--- src/rtl/mem_arbiter_if.sv ---
// Requester, memory and status bundle for mem_arbiter.
// slave is the arbiter's view; master is the requesters/memory environment.
interface mem_arbiter_if #(
  parameter int unsigned ADDR_W = 32,
  parameter int unsigned DATA_W = 32
);
  logic              req0;
  logic              rw0;
  logic [ADDR_W-1:0] addr0;
  logic [DATA_W-1:0] wdata0;
  logic              ack0;
  logic [DATA_W-1:0] rdata0;

  logic              req1;
  logic              rw1;
  logic [ADDR_W-1:0] addr1;
  logic [DATA_W-1:0] wdata1;
  logic              ack1;
  logic [DATA_W-1:0] rdata1;

  logic              mem_ref;
  logic              rw_mem;
  logic [ADDR_W-1:0] mem_addr;
  logic [DATA_W-1:0] mem_din;
  logic [DATA_W-1:0] mem_dout;

  logic [1:0]        grant;
  logic              busy;

  modport slave (
    input  req0, rw0, addr0, wdata0,
    input  req1, rw1, addr1, wdata1,
    input  mem_dout,
    output ack0, rdata0, ack1, rdata1,
    output mem_ref, rw_mem, mem_addr, mem_din,
    output grant, busy
  );

  modport master (
    output req0, rw0, addr0, wdata0,
    output req1, rw1, addr1, wdata1,
    output mem_dout,
    input  ack0, rdata0, ack1, rdata1,
    input  mem_ref, rw_mem, mem_addr, mem_din,
    input  grant, busy
  );
endinterface

--- src/rtl/mem_arbiter.sv ---
// Two-requester round-robin arbiter and fixed-latency access sequencer
// for the single-ported cpu34 data memory. All outputs are registered.
module mem_arbiter #(
  parameter int unsigned ADDR_W  = 32,
  parameter int unsigned DATA_W  = 32,
  parameter int unsigned MEM_LAT = 1
) (
  input  logic          clk,
  input  logic          rst,
  mem_arbiter_if.slave  bus
);

  localparam int unsigned CNT_W = 4;

  typedef enum logic [1:0] {
    IDLE  = 2'd0,
    ISSUE = 2'd1,
    WAIT  = 2'd2,
    DONE  = 2'd3
  } state_t;

  state_t             state_q,   state_d;
  logic [CNT_W-1:0]   cnt_q,     cnt_d;
  logic               last_q,    last_d;
  logic [1:0]         grant_q,   grant_d;
  logic               ack0_q,    ack0_d;
  logic               ack1_q,    ack1_d;
  logic [DATA_W-1:0]  rdata0_q,  rdata0_d;
  logic [DATA_W-1:0]  rdata1_q,  rdata1_d;
  logic               mem_ref_q, mem_ref_d;
  logic               rw_q,      rw_d;
  logic [ADDR_W-1:0]  addr_q,    addr_d;
  logic [DATA_W-1:0]  din_q,     din_d;
  logic               busy_q,    busy_d;
  logic               pick0;

  // State and registered outputs
  always_ff @(posedge clk or negedge rst) begin
    if (!rst) begin
      state_q   <= IDLE;
      cnt_q     <= '0;
      last_q    <= 1'b1;
      grant_q   <= '0;
      ack0_q    <= 1'b0;
      ack1_q    <= 1'b0;
      rdata0_q  <= '0;
      rdata1_q  <= '0;
      mem_ref_q <= 1'b0;
      rw_q      <= 1'b0;
      addr_q    <= '0;
      din_q     <= '0;
      busy_q    <= 1'b0;
    end else begin
      state_q   <= state_d;
      cnt_q     <= cnt_d;
      last_q    <= last_d;
      grant_q   <= grant_d;
      ack0_q    <= ack0_d;
      ack1_q    <= ack1_d;
      rdata0_q  <= rdata0_d;
      rdata1_q  <= rdata1_d;
      mem_ref_q <= mem_ref_d;
      rw_q      <= rw_d;
      addr_q    <= addr_d;
      din_q     <= din_d;
      busy_q    <= busy_d;
    end
  end

  // Next state and next register values; outputs are staged one cycle early
  always_comb begin
    state_d   = state_q;
    cnt_d     = cnt_q;
    last_d    = last_q;
    grant_d   = grant_q;
    ack0_d    = 1'b0;
    ack1_d    = 1'b0;
    rdata0_d  = rdata0_q;
    rdata1_d  = rdata1_q;
    mem_ref_d = 1'b0;
    rw_d      = rw_q;
    addr_d    = addr_q;
    din_d     = din_q;
    // Requester 0 wins alone, or on a tie when requester 1 went last
    pick0     = bus.req0 && (!bus.req1 || last_q);

    unique case (state_q)
      IDLE: begin
        if (bus.req0 || bus.req1) begin
          state_d   = ISSUE;
          mem_ref_d = 1'b1;
          if (pick0) begin
            grant_d = 2'b01;
            last_d  = 1'b0;
            rw_d    = bus.rw0;
            addr_d  = bus.addr0;
            din_d   = bus.wdata0;
          end else begin
            grant_d = 2'b10;
            last_d  = 1'b1;
            rw_d    = bus.rw1;
            addr_d  = bus.addr1;
            din_d   = bus.wdata1;
          end
        end
      end
      ISSUE: begin
        cnt_d   = CNT_W'(MEM_LAT);
        state_d = WAIT;
      end
      WAIT: begin
        cnt_d = cnt_q - CNT_W'(1);
        // Last wait cycle: memory data is valid now
        if (cnt_q <= CNT_W'(1)) begin
          cnt_d   = '0;
          state_d = DONE;
          ack0_d  = grant_q[0];
          ack1_d  = grant_q[1];
          if (!rw_q) begin
            if (grant_q[0]) rdata0_d = bus.mem_dout;
            else            rdata1_d = bus.mem_dout;
          end
        end
      end
      DONE: begin
        state_d = IDLE;
        grant_d = '0;
      end
      default: begin
        state_d = IDLE;
        grant_d = '0;
      end
    endcase

    busy_d = (state_d != IDLE);
  end

  assign bus.ack0     = ack0_q;
  assign bus.ack1     = ack1_q;
  assign bus.rdata0   = rdata0_q;
  assign bus.rdata1   = rdata1_q;
  assign bus.mem_ref  = mem_ref_q;
  assign bus.rw_mem   = rw_q;
  assign bus.mem_addr = addr_q;
  assign bus.mem_din  = din_q;
  assign bus.grant    = grant_q;
  assign bus.busy     = busy_q;

endmodule

--- src/flat_wrapper.sv ---
// flat-port wrapper written by rule: the top's interface ports become plain ports
module mem_arbiter_flat 
#(
  parameter int unsigned ADDR_W  = 32,
  parameter int unsigned DATA_W  = 32,
  parameter int unsigned MEM_LAT = 1
)
  (clk, rst, bus_req0, bus_rw0, bus_addr0, bus_wdata0, bus_req1, bus_rw1, bus_addr1, bus_wdata1, bus_mem_dout, bus_ack0, bus_rdata0, bus_ack1, bus_rdata1, bus_mem_ref, bus_rw_mem, bus_mem_addr, bus_mem_din, bus_grant, bus_busy);
  mem_arbiter_if #(.ADDR_W(ADDR_W), .DATA_W(DATA_W)) bus_i ();
  input  logic clk;
  input  logic rst;
  input wire logic [$bits(bus_i.req0)-1:0] bus_req0;
  input wire logic [$bits(bus_i.rw0)-1:0] bus_rw0;
  input wire logic [$bits(bus_i.addr0)-1:0] bus_addr0;
  input wire logic [$bits(bus_i.wdata0)-1:0] bus_wdata0;
  input wire logic [$bits(bus_i.req1)-1:0] bus_req1;
  input wire logic [$bits(bus_i.rw1)-1:0] bus_rw1;
  input wire logic [$bits(bus_i.addr1)-1:0] bus_addr1;
  input wire logic [$bits(bus_i.wdata1)-1:0] bus_wdata1;
  input wire logic [$bits(bus_i.mem_dout)-1:0] bus_mem_dout;
  output wire logic [$bits(bus_i.ack0)-1:0] bus_ack0;
  output wire logic [$bits(bus_i.rdata0)-1:0] bus_rdata0;
  output wire logic [$bits(bus_i.ack1)-1:0] bus_ack1;
  output wire logic [$bits(bus_i.rdata1)-1:0] bus_rdata1;
  output wire logic [$bits(bus_i.mem_ref)-1:0] bus_mem_ref;
  output wire logic [$bits(bus_i.rw_mem)-1:0] bus_rw_mem;
  output wire logic [$bits(bus_i.mem_addr)-1:0] bus_mem_addr;
  output wire logic [$bits(bus_i.mem_din)-1:0] bus_mem_din;
  output wire logic [$bits(bus_i.grant)-1:0] bus_grant;
  output wire logic [$bits(bus_i.busy)-1:0] bus_busy;
  assign bus_i.req0 = bus_req0;
  assign bus_i.rw0 = bus_rw0;
  assign bus_i.addr0 = bus_addr0;
  assign bus_i.wdata0 = bus_wdata0;
  assign bus_i.req1 = bus_req1;
  assign bus_i.rw1 = bus_rw1;
  assign bus_i.addr1 = bus_addr1;
  assign bus_i.wdata1 = bus_wdata1;
  assign bus_i.mem_dout = bus_mem_dout;
  assign bus_ack0 = bus_i.ack0;
  assign bus_rdata0 = bus_i.rdata0;
  assign bus_ack1 = bus_i.ack1;
  assign bus_rdata1 = bus_i.rdata1;
  assign bus_mem_ref = bus_i.mem_ref;
  assign bus_rw_mem = bus_i.rw_mem;
  assign bus_mem_addr = bus_i.mem_addr;
  assign bus_mem_din = bus_i.mem_din;
  assign bus_grant = bus_i.grant;
  assign bus_busy = bus_i.busy;
  mem_arbiter #(.ADDR_W(ADDR_W), .DATA_W(DATA_W), .MEM_LAT(MEM_LAT)) u_core (.clk(clk), .rst(rst), .bus(bus_i));
endmodule
--- config.mk ---
export PLATFORM = sky130hd
export DESIGN_NAME = mem_arbiter_flat
export DESIGN_NICKNAME = d
export VERILOG_FILES = /design/src/rtl/mem_arbiter_if.sv /design/src/rtl/mem_arbiter.sv /design/src/flat_wrapper.sv
export SDC_FILE = /design/constraint.sdc
export NUM_CORES = 1
export LEC_CHECK = 0
export ABC_AREA = 1
export ABC_CLOCK_PERIOD_IN_PS = 2500
export CAP_MARGIN = 25
export CORE_ASPECT_RATIO = 1.25
export CORE_MARGIN = 1
export CORE_UTILIZATION = 45
export CTS_CLUSTER_DIAMETER = 50
export DETAILED_ROUTE_END_ITERATION = 16
export PLACE_DENSITY = 0.87
export RECOVER_POWER = 25
export SLEW_MARGIN = 15
export SYNTH_ARGS = -nofsm -noshare
export SYNTH_HDL_FRONTEND = slang
export SYNTH_SLANG_ARGS = --single-unit
--- constraint.sdc ---
create_clock -name clk -period 2.5 [get_ports clk]
set_input_delay 0.5 -clock clk [delete_from_list [all_inputs] [get_ports clk]]
set_output_delay 0.5 -clock clk [all_outputs]
set_load 0.02 [all_outputs]
# [Word-level counts from Yosys, hierarchy flattened]
# Cells that the tools add are included.
[totals] register_bits=142 inputBits=166 output_inout_bits=135 word_cells=51
[classes] add_sub_neg=1 order_cmp=1 n_eq_ne=4 n_mux=18 bitwise_logic=2 reduce_logical=12
[ops] cell="32-bit 2-to-1 mux" n=2
[ops] cell="1-bit 2-to-1 mux" n=8
[ops] cell="2-bit 2-to-1 mux" n=4
[ops] cell="2-bit one-hot mux with 4 select lines" n=1
[ops] cell="4-bit one-hot mux with 2 select lines" n=1
[ops] cell="4-bit AND reduction" n=2
[ops] cell="2-bit nonzero test" n=3
[ops] cell="2-bit equality test (second input constant)" n=2
[ops] cell="4-bit by 1-bit <= comparator with 1-bit output (second input constant)" n=1
[ops] cell="4-bit 2-to-1 mux" n=1
[ops] cell="2-bit one-hot mux with 2 select lines" n=1
[ops] cell="2-bit AND reduction" n=2
[ops] cell="4-bit by 1-bit subtractor with 4-bit output (second input constant)" n=1
[ops] cell="2-bit by 1-bit equality test with 1-bit output (second input constant)" n=1
[ops] cell="2-bit zero test" n=1
[ops] cell="1-bit logical OR" n=2
[ops] cell="2-bit by 1-bit inequality test with 1-bit output (second input constant)" n=1
[ops] cell="1-bit inverter" n=2
[ops] cell="1-bit logical AND" n=1
[ops] cell="1-bit zero test" n=1

# [Longest topological paths before layout]
# Gate-level depths: netlist of run 1.
[logic_depth] depth_word=6 mapped_depth=9 depth_no_buf=9

# [Least setup slack after synthesis of run 1]
# No wires, ideal clock.
[synth_path] path_kind="register -> register" from="reg u_core.state_q[0]" to="reg u_core.rdata0_q[10] (netlist: u_core.bus.rdata0[10])" setup_ps=117 arrival_time_ps=1314 required_ps=2383 path_slack_ps=1069 path_stages_with_launch=9 path_buffers=1 period_less_slack_ps=1431 cell_sequence="dfrtp_1 > inv_1 > ha_1 > nand2_1 > inv_1 > nand4_1 > buf_2 > nand2_1 > nand2_1"
[synth_via] elab_chain_len=2
[synth_rtl] element="start, declared" line_no="mem_arbiter.sv:22" source="state_t state_q, state_d;"
[synth_rtl] element="start signal, assigned" line_no="mem_arbiter.sv:54" source="state_q <= state_d;"
[synth_rtl] element="2-bit equality test" line_no="mem_arbiter.sv:87" source="unique case (state_q)"
[synth_rtl] element="4-bit AND reduction (no line)"
[synth_rtl] element="end signal, assigned" line_no="mem_arbiter.sv:60" source="rdata0_q <= rdata0_d;"
[synth_rtl] element="end, declared" line_no="mem_arbiter.sv:28" source="logic [DATA_W-1:0] rdata0_q, rdata0_d;"
# No other way between the ends.
# A chain may end at the register's enable or synchronous reset.

# [Worst setup path in the final report of run 1]
[layout_path] from="reg u_core.grant_q[0] (netlist: u_core.bus.grant[0])" to="out bus_grant[0]"
[layout_rtl] element="start, declared" line_no="mem_arbiter.sv:25" source="logic [1:0] grant_q, grant_d;"
[layout_rtl] element="start signal, assigned" line_no="mem_arbiter.sv:57" source="grant_q <= grant_d;"
[layout_rtl] element="end, declared" line_no="flat_wrapper.sv:29" source="output wire logic [$bits(bus_i.grant)-1:0] bus_grant;"
# No word-level cell between the ends.

==> impl_metrics.csv, run 1 <==
group,metric,value,unit
cells_and_area,fin_cells,1199,
yosys,synth_cells,738,
floorplan,pin_count,301,
cells_and_area,layout-drive-gt1-share,6.452,%
sta,fin_crit_sh,81.17,%
setup_path,path_max_fanout,5,
routing,ant_nets,0,
pwr,ir_drop,0.7709,mV
yosys,syn_nets,909,
setup_path,crit_required,2000,ps
yosys,synthTopCellsByCount,"219 x nand2_1, 141 x dfrtp_1, 133 x nand3_1",
clocking,clock-sinks,142,
sta,max_slew_margin,-0.2747,%
pwr,power.leakage,4.576,nW
clocking,ctsHoldBuffers,0,
sta,tns,0,ps
clocking,cts-buffers-inserted,17,
setup_path,startpoint_type,"flip-flop",
floorplan,coreArea,13930,sq um
floorplan,die_height,135.9,um
routing,route.vias.total,6786,
setup_path,crit_arrival,1530,ps
routing,drt_iter0_drc,630,
routing,vias_per_cell,5.660,
routing,firstDrtPassIters,5,
yosys,synthTopCellsByArea,"dfrtp_1 55%, nand4_1 13%, nand2_1 13%",
cells_and_area,fin_nets,1181,
run_status,violations,"max-capacitance violations, max-slew violations",
placement,io_buffers,300,
setup_path,cp_cell_sequence,"clkdlybuf4s50_1",
routing,post_drt_wl_per_cell,18.43,um
placement,dp_hpwl,15330,um
yosys,ys.flop_type,"dfrtp_1",
setup_path,worst_path_max_delay_cell,"clkdlybuf4s50_1",
floorplan,start_util,46.33,%
setup_path,crit_buf_inv,1,
setup_path,worstSetupPathType,"reg -> out",
clocking,clk_pin_slew,70,ps
floorplan,die_area,14830,sq um
cells_and_area,syn_to_final_growth,56.97,%
global_routing,first_global_vias,6681,
pwr,cellPowerDensity,1385,nW/um^2
sta,fmaxAchievable,492.8,MHz
yosys,yosysMostFrequentCell,"nand2_1",
sta,tightest_slew,1504,ps
clocking,cts.repair.resized,0,
sta,rsz0062_at_grt,"false",
setup_path,crit_path_end_kind,"output pin",
yosys,seq_area_frac_synth,55.07,%
sta,finalSetupViolations,0,
yosys,ys_ff_latch,142,
global_routing,grt.overflow.total,0,
yosys,yosysWarnings,0,
global_routing,grt.total_usage,29.82,%
placement,gp_congestion,0.8300,
sta,fin_crit,2029,ps
routing,routed_wl,22100,um
yosys,synth_edf_count,0,
run_status,run_status,"finished, violations left",
pwr,finalPower,14.03,mW
clocking,htree_num_levels,4,
yosys,netlist_area,6455,sq um
sta,fin_worst_skew,13.22,ps
setup_path,cpLargestDelayFamily,"buffers and inverters",
routing,drc,0,
floorplan,die_x,109.1,um
clocking,post-cts-setup-buffer-count,0,
setup_path,critPathMaxStageDelay,670,ps
floorplan,rows,48,
sta,finalMaxSlewViolations,56,
clocking,insertion_delay,410,ps
clocking,cts_tree,"yes",
worst_hold_path,hold_path.class,"in -> async",
global_routing,grt_max_degree,66,
yosys,post-synth-top-area-cell,"dfrtp_1",
global_routing,grt_pass1_wl,34010,um
cells_and_area,finish.utilization,72.72,%
clocking,cts-root-buf,"clkbuf_16",
sta,hold_viol_final,0,
clocking,clk_path_buf_depth,2,
yosys,async_flop_share,100.0,%
yosys,ys_types,21,
global_routing,grt_antenna_before_repair,1,
sta,hold_slack,424.1,ps
job,maxCapViolations,1,
placement,dp.cells,1166,
yosys,avgSynthCellArea,8.747,sq um
yosys,synth_top_area_share,54.66,%
setup_path,rrSetupSlack,720,ps
-- placed cells by master, fill, tap and decap left out, types with 4 or more instances in the layout --
master             n
buf_12             5
buf_4             15
clkbuf_16         17
clkdlybuf4s50_1  298
clkinvlp_4         5
dfrtp_1          141
ha_1               4
inv_1             16
inv_6              5
nand2_1          217
nand3_1          133
nand4_1          132
nor2_1             8
-- logic make-up after synthesis --
group,count (synthesis),synth area share (%)
XOR/XNOR,1,0.1357
AO/OA/AOI/OAI,7,0.6782
buffers and inverters,88,6.513
flip-flops,142,55.07
AND/OR/NAND/NOR,495,36.64
adder cells (fa/ha/maj),5,0.9692
-- sequential cells by signal, summed over array words and instances, names as in the netlist --
signal,cells
u_core.bus.ack0,1
u_core.bus.ack1,1
u_core.bus.busy,1
u_core.bus.grant,2
u_core.bus.mem_addr,32
u_core.bus.mem_din,32
u_core.bus.mem_ref,1
u_core.bus.rdata0,32
u_core.bus.rdata1,32
u_core.bus.rw_mem,1
u_core.cnt_q,4
u_core.last_q,1
u_core.state_q,2
-- layer usage --
layer | vias to the layer above | global-route usage, % | routed length, um | share of wire (%)
met5 | - | 0 | 0 | 0
met1 | 3263 | 35.86 | 8327 | 38
met3 | 40 | 9.923 | 2219 | 10
met4 | 0 | 10.51 | 503 | 2.3
met2 | 364 | 49.44 | 11050 | 50
li1 | 3119 | - | - | -
-- final cells by class --
cell class	instances	area, sq um
Fill cell	1062	3801
Tap cell	175	219.0
Timing Repair Buffer	322	3214
Sequential cell	142	3555
Clock buffer	18	439.2
Multi-Input combinational cell	508	2507
Antenna cell	1	2.502
Clock inverter	14	123.9
Inverter	19	71.32
-- worst paths after layout --
path                       cells after the start                            endpoint                         startpoint
max in group asynchronous                      2    u_core.bus.rdata0[3]$_DFFE_PN0P_                                rst
min                                            1  u_core.bus.mem_addr[5]$_DFFE_PN0P_                                rst
min reg2reg                                    2   u_core.bus.rdata0[10]$_DFFE_PN0P_  u_core.bus.rdata0[10]$_DFFE_PN0P_
min in group clk                               2   u_core.bus.rdata0[10]$_DFFE_PN0P_  u_core.bus.rdata0[10]$_DFFE_PN0P_
max reg2reg                                    7   u_core.bus.rdata1[14]$_DFFE_PN0P_        u_core.cnt_q[0]$_DFFE_PN0P_
max                                            1                        bus_grant[0]    u_core.bus.grant[0]$_DFFE_PN0P_
-- through the flow --
step / area [sq um] / setup slack (ps)
floorplan: 6455 / 1069
global placement: 9579 / 441.4
detailed placement: 9579 / 384.3
CTS: 10140 / 451.9
global route: 10130 / 426.8
finish: 10130 / 470.7
-- power breakdown --
| group | switching (mW) | total [mW] | internal, mW | leakage, nW |
|---|---|---|---|---|
| Sequential | 0.674 | 4.13 | 3.46 | 1.73 |
| Clock | 1.08 | 2.41 | 1.33 | 0.262 |
| Combinational | 4.37 | 7.49 | 3.12 | 2.58 |
Note: power is estimated with default switching activity, not from simulation.
==> run 2: changes to the inputs <==
--- a/config.mk
+++ b/config.mk
@@ -6,14 +6,14 @@
 export NUM_CORES = 1
 export LEC_CHECK = 0
 export ABC_AREA = 1
-export ABC_CLOCK_PERIOD_IN_PS = 2500
+export ABC_CLOCK_PERIOD_IN_PS = 1790
 export CAP_MARGIN = 25
 export CORE_ASPECT_RATIO = 1.25
 export CORE_MARGIN = 1
-export CORE_UTILIZATION = 45
+export CORE_UTILIZATION = 38
 export CTS_CLUSTER_DIAMETER = 50
 export DETAILED_ROUTE_END_ITERATION = 16
-export PLACE_DENSITY = 0.87
+export PLACE_DENSITY = 0.78
 export RECOVER_POWER = 25
 export SLEW_MARGIN = 15
 export SYNTH_ARGS = -nofsm -noshare
==> constraint.sdc (replaced) <==
create_clock -name clk -period 1.79 [get_ports clk]
set_input_delay 0.358 -clock clk [delete_from_list [all_inputs] [get_ports clk]]
set_output_delay 0.358 -clock clk [all_outputs]
set_load 0.02 [all_outputs]
==> run 2 against run 1 <==
The flow now finishes without violations. Sequential power up 38%. Power up 42%. Die area up 18%. Clock power up 54%. Worst setup slack worse by 440 ps. Sequential share of layout area down 1.0 points. Final cell count up 4.1%. Register-to-register slack worse by 580 ps. Critical endpoint is now bus_mem_addr[23]. Largest cell class unchanged.
==> impl_metrics.csv, run 2 (synthesis gave the netlist of run 1 again) <==
group,metric,value,unit
clocking,clock-sinks,142,
cells_and_area,fin_cells,1248,
routing,vias_per_cell,5.344,
pwr,power.leakage,5.062,nW
cells_and_area,layout_common_cells,"250 x clkdlybuf4s50_1, 217 x nand2_1, 141 x dfrtp_1",
clocking,insertion_delay,420,ps
floorplan,die_area,17520,sq um
global_routing,grt_pass1_wl,34780,um
sta,fmaxAchievable,569.7,MHz
clocking,clk_path_buf_depth,2,
clocking,clk_pin_slew,60,ps
clocking,htree_num_levels,4,
setup_path,worst_path_max_delay_cell,"clkdlybuf4s50_1",
placement,dpl_worst_slack,-17.37,ps
cells_and_area,fin_nets,1189,
setup_path,critPathMaxStageDelay,630,ps
sta,tightest_slew,1136,ps
placement,dp_hpwl,15100,um
routing,drt_iter0_drc,460,
floorplan,coreArea,16400,sq um
job,maxCapViolations,0,
clocking,cts-root-buf,"clkbuf_16",
cells_and_area,final_common_cell,"clkdlybuf4s50_1",
routing,ant_nets,0,
sta,fin_worst_skew,10.69,ps
placement,io_buffers,300,
pwr,ir_drop,1.037,mV
worst_hold_path,worstHoldEndpoint,"u_core.state_q[0]$_DFF_PN0_",
pwr,finalPower,19.89,mW
floorplan,die_x,118.6,um
cells_and_area,syn_to_final_growth,61.68,%
sta,tns,0,ps
setup_path,crit_path_end_kind,"output pin",
routing,drc,0,
setup_path,rr_startpoint,"u_core.state_q[0]$_DFF_PN0_",
cells_and_area,design_area,10440,sq um
setup_path,cpLargestDelayFamily,"buffers and inverters",
setup_path,crit_arrival,1400,ps
sta,worst_slack,34.68,ps
run_status,run_status,"completed",
floorplan,start_util,39.37,%
placement,dpl_cell_area,9758,sq um
sta,fin_crit_sh,98.06,%
worst_hold_path,worstHoldPathCells,5,
sta,max_slew_margin,24.27,%
placement,dp.cells,1214,
sta,finalMaxSlewViolations,0,
setup_path,rrSetupSlack,140,ps
setup_path,path_max_fanout,2,
clocking,cts-buffers-inserted,17,
routing,routed_wl,22020,um
cells_and_area,fillers,1384,
sta,fin_crit,1755,ps
clocking,cts_tree,"yes",
global_routing,grt.total_usage,25.34,%
setup_path,crit_required,1430,ps
worst_hold_path,hold_path.class,"in -> reg",
setup_path,r2r-end,"u_core.bus.rdata1[15]$_DFFE_PN0P_",
global_routing,grt_max_degree,49,
global_routing,grt_antenna_before_repair,2,
routing,post_drt_wl_per_cell,17.64,um
setup_path,startpoint_type,"flip-flop",
floorplan,die_height,147.7,um
setup_path,r2r_cells,7,
placement,gp_congestion,0.8328,
cells_and_area,layout-drive-gt1-share,7.177,%
sta,finalSetupViolations,0,
routing,firstDrtPassIters,5,
worst_hold_path,min-delay-start,"bus_req0",
floorplan,pin_count,301,
clocking,post-cts-setup-buffer-count,0,
sta,hold_viol_final,0,
setup_path,crit_buf_inv,1,
floorplan,rows,52,
global_routing,grt.overflow.total,0,
sta,rsz0062_at_grt,"false",
global_routing,first_global_vias,6628,
setup_path,cp_cell_sequence,"clkdlybuf4s50_1",
routing,route.vias.total,6669,
pwr,cellPowerDensity,1906,nW/um^2
setup_path,worstSetupPathType,"reg -> out",
==> run 2: cell types whose count changed in the layout (fill, tap and decap cells not counted), sizes merged, moves of 3 or more <==
cell,delta
clkinv,+3
clkdlybuf4s50,-48
buf,+8
bufinv,+3
inv,-6
dlymetal6s2s,+31
dlygate4sd2,+17
==> run 2: report_power, final <==
group          leakage [nW]  switching, mW  internal (mW)
clock network         0.299           1.41           2.31
registers              1.73          0.892           4.83
logic                  3.03           6.11           4.33
total                  5.06           8.41           11.5
==> run 2: final cells by class <==
| cell class | count | area (sq um) | share of cell area (%) |
|---|---|---|---|
| Clock buffer | 20 | 466.7 | 4.472 |
| Multi-Input combinational cell | 508 | 2507 | 24.03 |
| Sequential cell | 142 | 3555 | 34.06 |
| Clock inverter | 12 | 157.7 | 1.511 |
| Antenna cell | 1 | 2.502 | 0.02398 |
| Inverter | 19 | 71.32 | 0.6834 |
| Timing Repair Buffer | 330 | 3406 | 32.63 |
| Tap cell | 216 | 270.3 | 2.590 |
==> run 2: how the worst max path moves through the flow <==
| stage | slack, ps | startpoint | end | cells past startpoint |
|---|---|---|---|---|
| after floorplan | 360 | u_core.state_q[0]$_DFF_PN0_ | u_core.bus.rdata0[10]$_DFFE_PN0P_ | 8 |
| after global placement | 40 | bus_req1 | u_core.bus.mem_addr[28]$_DFFE_PN0P_ | 5 |
| after detailed placement | -20 | bus_req1 | u_core.bus.mem_addr[28]$_DFFE_PN0P_ | 5 |
| after CTS | 2 | u_core.bus.mem_din[9]$_DFFE_PN0P_ | bus_mem_din[9] | 1 |
| after global routing | 2 | u_core.bus.mem_addr[13]$_DFFE_PN0P_ | bus_mem_addr[13] | 1 |
| final | 30 | u_core.bus.mem_addr[23]$_DFFE_PN0P_ | bus_mem_addr[23] | 1 |
==> run 2: timing repair <==
item | 4_1_cts | 5_1_grt
setup endpoints to repair | 17 | 31
hold buffers | 1 | 0
resized for setup | 17 | 31
hold endpoints to repair | 36 | 0
==> run 2: stage by stage <==
step	hold WS, ps	utilization (%)
after floorplan	62.41	-
after global placement	307.3	59.52
after detailed placement	310.5	59.52
after CTS	426.1	63.26
after global routing	488.6	63.65
final	454.9	63.65
==> run 2: per-layer routing <==
layer	GRT usage (%)	vias to the layer above	share of wire, %
li1	-	3137	-
met1	30.94	3175	40
met2	41.99	314	49
met3	8.256	41	8.4
met4	8.861	2	2.6
met5	0	-	0.045
==> run 3: changes to the inputs <==
--- a/config.mk
+++ b/config.mk
@@ -13,7 +13,7 @@
 export CORE_UTILIZATION = 38
 export CTS_CLUSTER_DIAMETER = 50
 export DETAILED_ROUTE_END_ITERATION = 16
-export PLACE_DENSITY = 0.78
+export PLACE_DENSITY = 0.85
 export RECOVER_POWER = 25
 export SLEW_MARGIN = 15
 export SYNTH_ARGS = -nofsm -noshare
==> run 3 against run 2 <==
Combinational power is essentially flat. Die area unchanged. Clock power down 13%. First-iteration DRC count grew 19%. Power fell by 1.6%. Final area is 0.20% lower. Core utilization down 0.13 points. Largest cell class unchanged. Largest power group unchanged.
==> impl_metrics.csv, run 3 (synthesis gave the netlist of run 1 again) <==
group,metric,value,unit
clocking,cts_tree,"yes",
floorplan,coreArea,16400,sq um
job,maxCapViolations,0,
placement,dp_hpwl,15660,um
setup_path,startpoint_type,"flip-flop",
clocking,cts-root-buf,"clkbuf_16",
setup_path,crit_path_end_kind,"output pin",
global_routing,grt_pass1_wl,34820,um
global_routing,grt.total_usage,25.56,%
setup_path,crit_buf_inv,1,
sta,finalSetupViolations,0,
setup_path,cp_cell_sequence,"clkdlybuf4s50_1",
floorplan,die_area,17520,sq um
cells_and_area,fin_nets,1185,
cells_and_area,final_common_cell,"clkdlybuf4s50_1",
placement,dp.cells,1210,
clocking,post-cts-setup-buffer-count,0,
global_routing,grt.overflow.total,0,
pwr,ir_drop,0.9435,mV
routing,met3_length,1739,um
routing,drt_iter0_drc,546,
clocking,htree_num_levels,4,
sta,fmaxAchievable,571.8,MHz
placement,gp_congestion,0.7915,
cells_and_area,fin_cells,1244,
sta,fin_crit,1749,ps
clocking,insertion_delay,410,ps
pwr,finalPower,19.57,mW
cells_and_area,layout_common_cells,"248 x clkdlybuf4s50_1, 217 x nand2_1, 141 x dfrtp_1",
clocking,clk_pin_slew,60,ps
sta,rsz0062_at_grt,"false",
routing,route.vias.total,6691,
setup_path,worst_path_max_delay_cell,"clkdlybuf4s50_1",
worst_hold_path,hold_path.class,"in -> reg",
pwr,cellPowerDensity,1879,nW/um^2
sta,hold_viol_final,0,
cells_and_area,seq_area,3555,sq um
clocking,cts-buffers-inserted,17,
sta,fin_worst_skew,11.03,ps
routing,ant_nets,0,
setup_path,crit_arrival,1390,ps
routing,drc,0,
floorplan,start_util,39.37,%
routing,post_drt_wl_per_cell,17.70,um
floorplan,pin_count,301,
setup_path,cpLargestDelayFamily,"buffers and inverters",
setup_path,critPathMaxStageDelay,620,ps
clocking,clock-sinks,142,
floorplan,die_height,147.7,um
clocking,clk_path_buf_depth,2,
setup_path,path_max_fanout,2,
routing,top_layer,"met5",
sta,finalMaxSlewViolations,0,
cells_and_area,layout-drive-gt1-share,6.719,%
cells_and_area,syn_to_final_growth,61.35,%
global_routing,grt_antenna_before_repair,1,
floorplan,die_x,118.6,um
run_status,run_status,"completed",
routing,vias_per_cell,5.379,
global_routing,grt_max_degree,66,
routing,wl_met1,8599,um
routing,wl_met2,11330,um
placement,io_buffers,300,
sta,tightest_slew,1143,ps
setup_path,worstSetupPathType,"reg -> out",
routing,routed_wl,22020,um
setup_path,crit_required,1430,ps
pwr,power.leakage,5.059,nW
floorplan,rows,52,
global_routing,first_global_vias,6491,
cells_and_area,multi_input_area,2510,sq um
sta,max_slew_margin,23.79,%
sta,fin_crit_sh,97.70,%
cells_and_area,fillers,1350,
routing,firstDrtPassIters,5,
sta,tns,0,ps
run 3: layer usage:
| layer | global-route usage (%) | vias up |
|---|---|---|
| met5 | 0 | - |
| met4 | 6.582 | 2 |
| met3 | 7.253 | 29 |
| met2 | 44.59 | 333 |
| met1 | 30.91 | 3209 |
| li1 | - | 3118 |
run 3: per-stage QoR:
step	instance area (sq um)	hold slack, ps	utilization, %	setup WS [ps]
3_5_place_dp	9791	336.9	59.71	75.15
5_1_grt	10410	377.9	63.51	1.240
4_1_cts	10330	352.7	63.00	0.8956
3_3_place_gp	9791	333.3	59.71	91.81
6_report	10420	375.0	63.52	41.16
2_1_floorplan	6455	62.41	-	358.5
run 3: area by class of cell:
class	count	share of cell area (%)
Sequential cell	142	34.13
Timing Repair Buffer	326	33.22
Multi-Input combinational cell	508	24.10
Clock buffer	21	4.421
Tap cell	216	2.595
Clock inverter	11	0.8289
Inverter	19	0.6848
Antenna cell	1	0.02403
run 3: worst reg2reg max path, cell delays in order, from the launching register on:
cell and delay (ps):
dfrtp_1 380, inv_1 110, ha_2 240, nand2_1 60
inv_1 180, nand4_1 180, buf_12 210, nand2_1 90
nand2_1 50
run 3: where the power goes:
| part | internal (mW) | switching, mW | total (mW) |
|---|---|---|---|
| sequential | 4.83 | 0.937 | 5.77 |
| clock | 1.86 | 1.39 | 3.25 |
| combinational | 4.44 | 6.11 | 10.5 |
run 3: what timing repair did:
action	4_1_cts	5_1_grt
gates resized for setup	15	36
endpoints found under the setup margin	15	61
hold buffers	1	0
endpoints found under the hold margin	44	0
run 3: worst paths after layout:
check                                                  start                                 end  slack (ps)  cells after the start
setup reg to reg                 u_core.state_q[0]$_DFF_PN0_    u_core.bus.rdata0[3]$_DFFE_PN0P_         160                      8
min in group asynchronous                                rst    u_core.bus.rdata0[8]$_DFFE_PN0P_         720                      2
hold / removal                                      bus_req0  u_core.bus.mem_din[21]$_DFFE_PN0P_         370                      3
hold reg to reg            u_core.bus.rdata0[28]$_DFFE_PN0P_   u_core.bus.rdata0[28]$_DFFE_PN0P_         470                      2
setup / recovery           u_core.bus.rdata0[23]$_DFFE_PN0P_                      bus_rdata0[23]          40                      1
max in group asynchronous                                rst   u_core.bus.rdata0[25]$_DFFE_PN0P_         270                      3
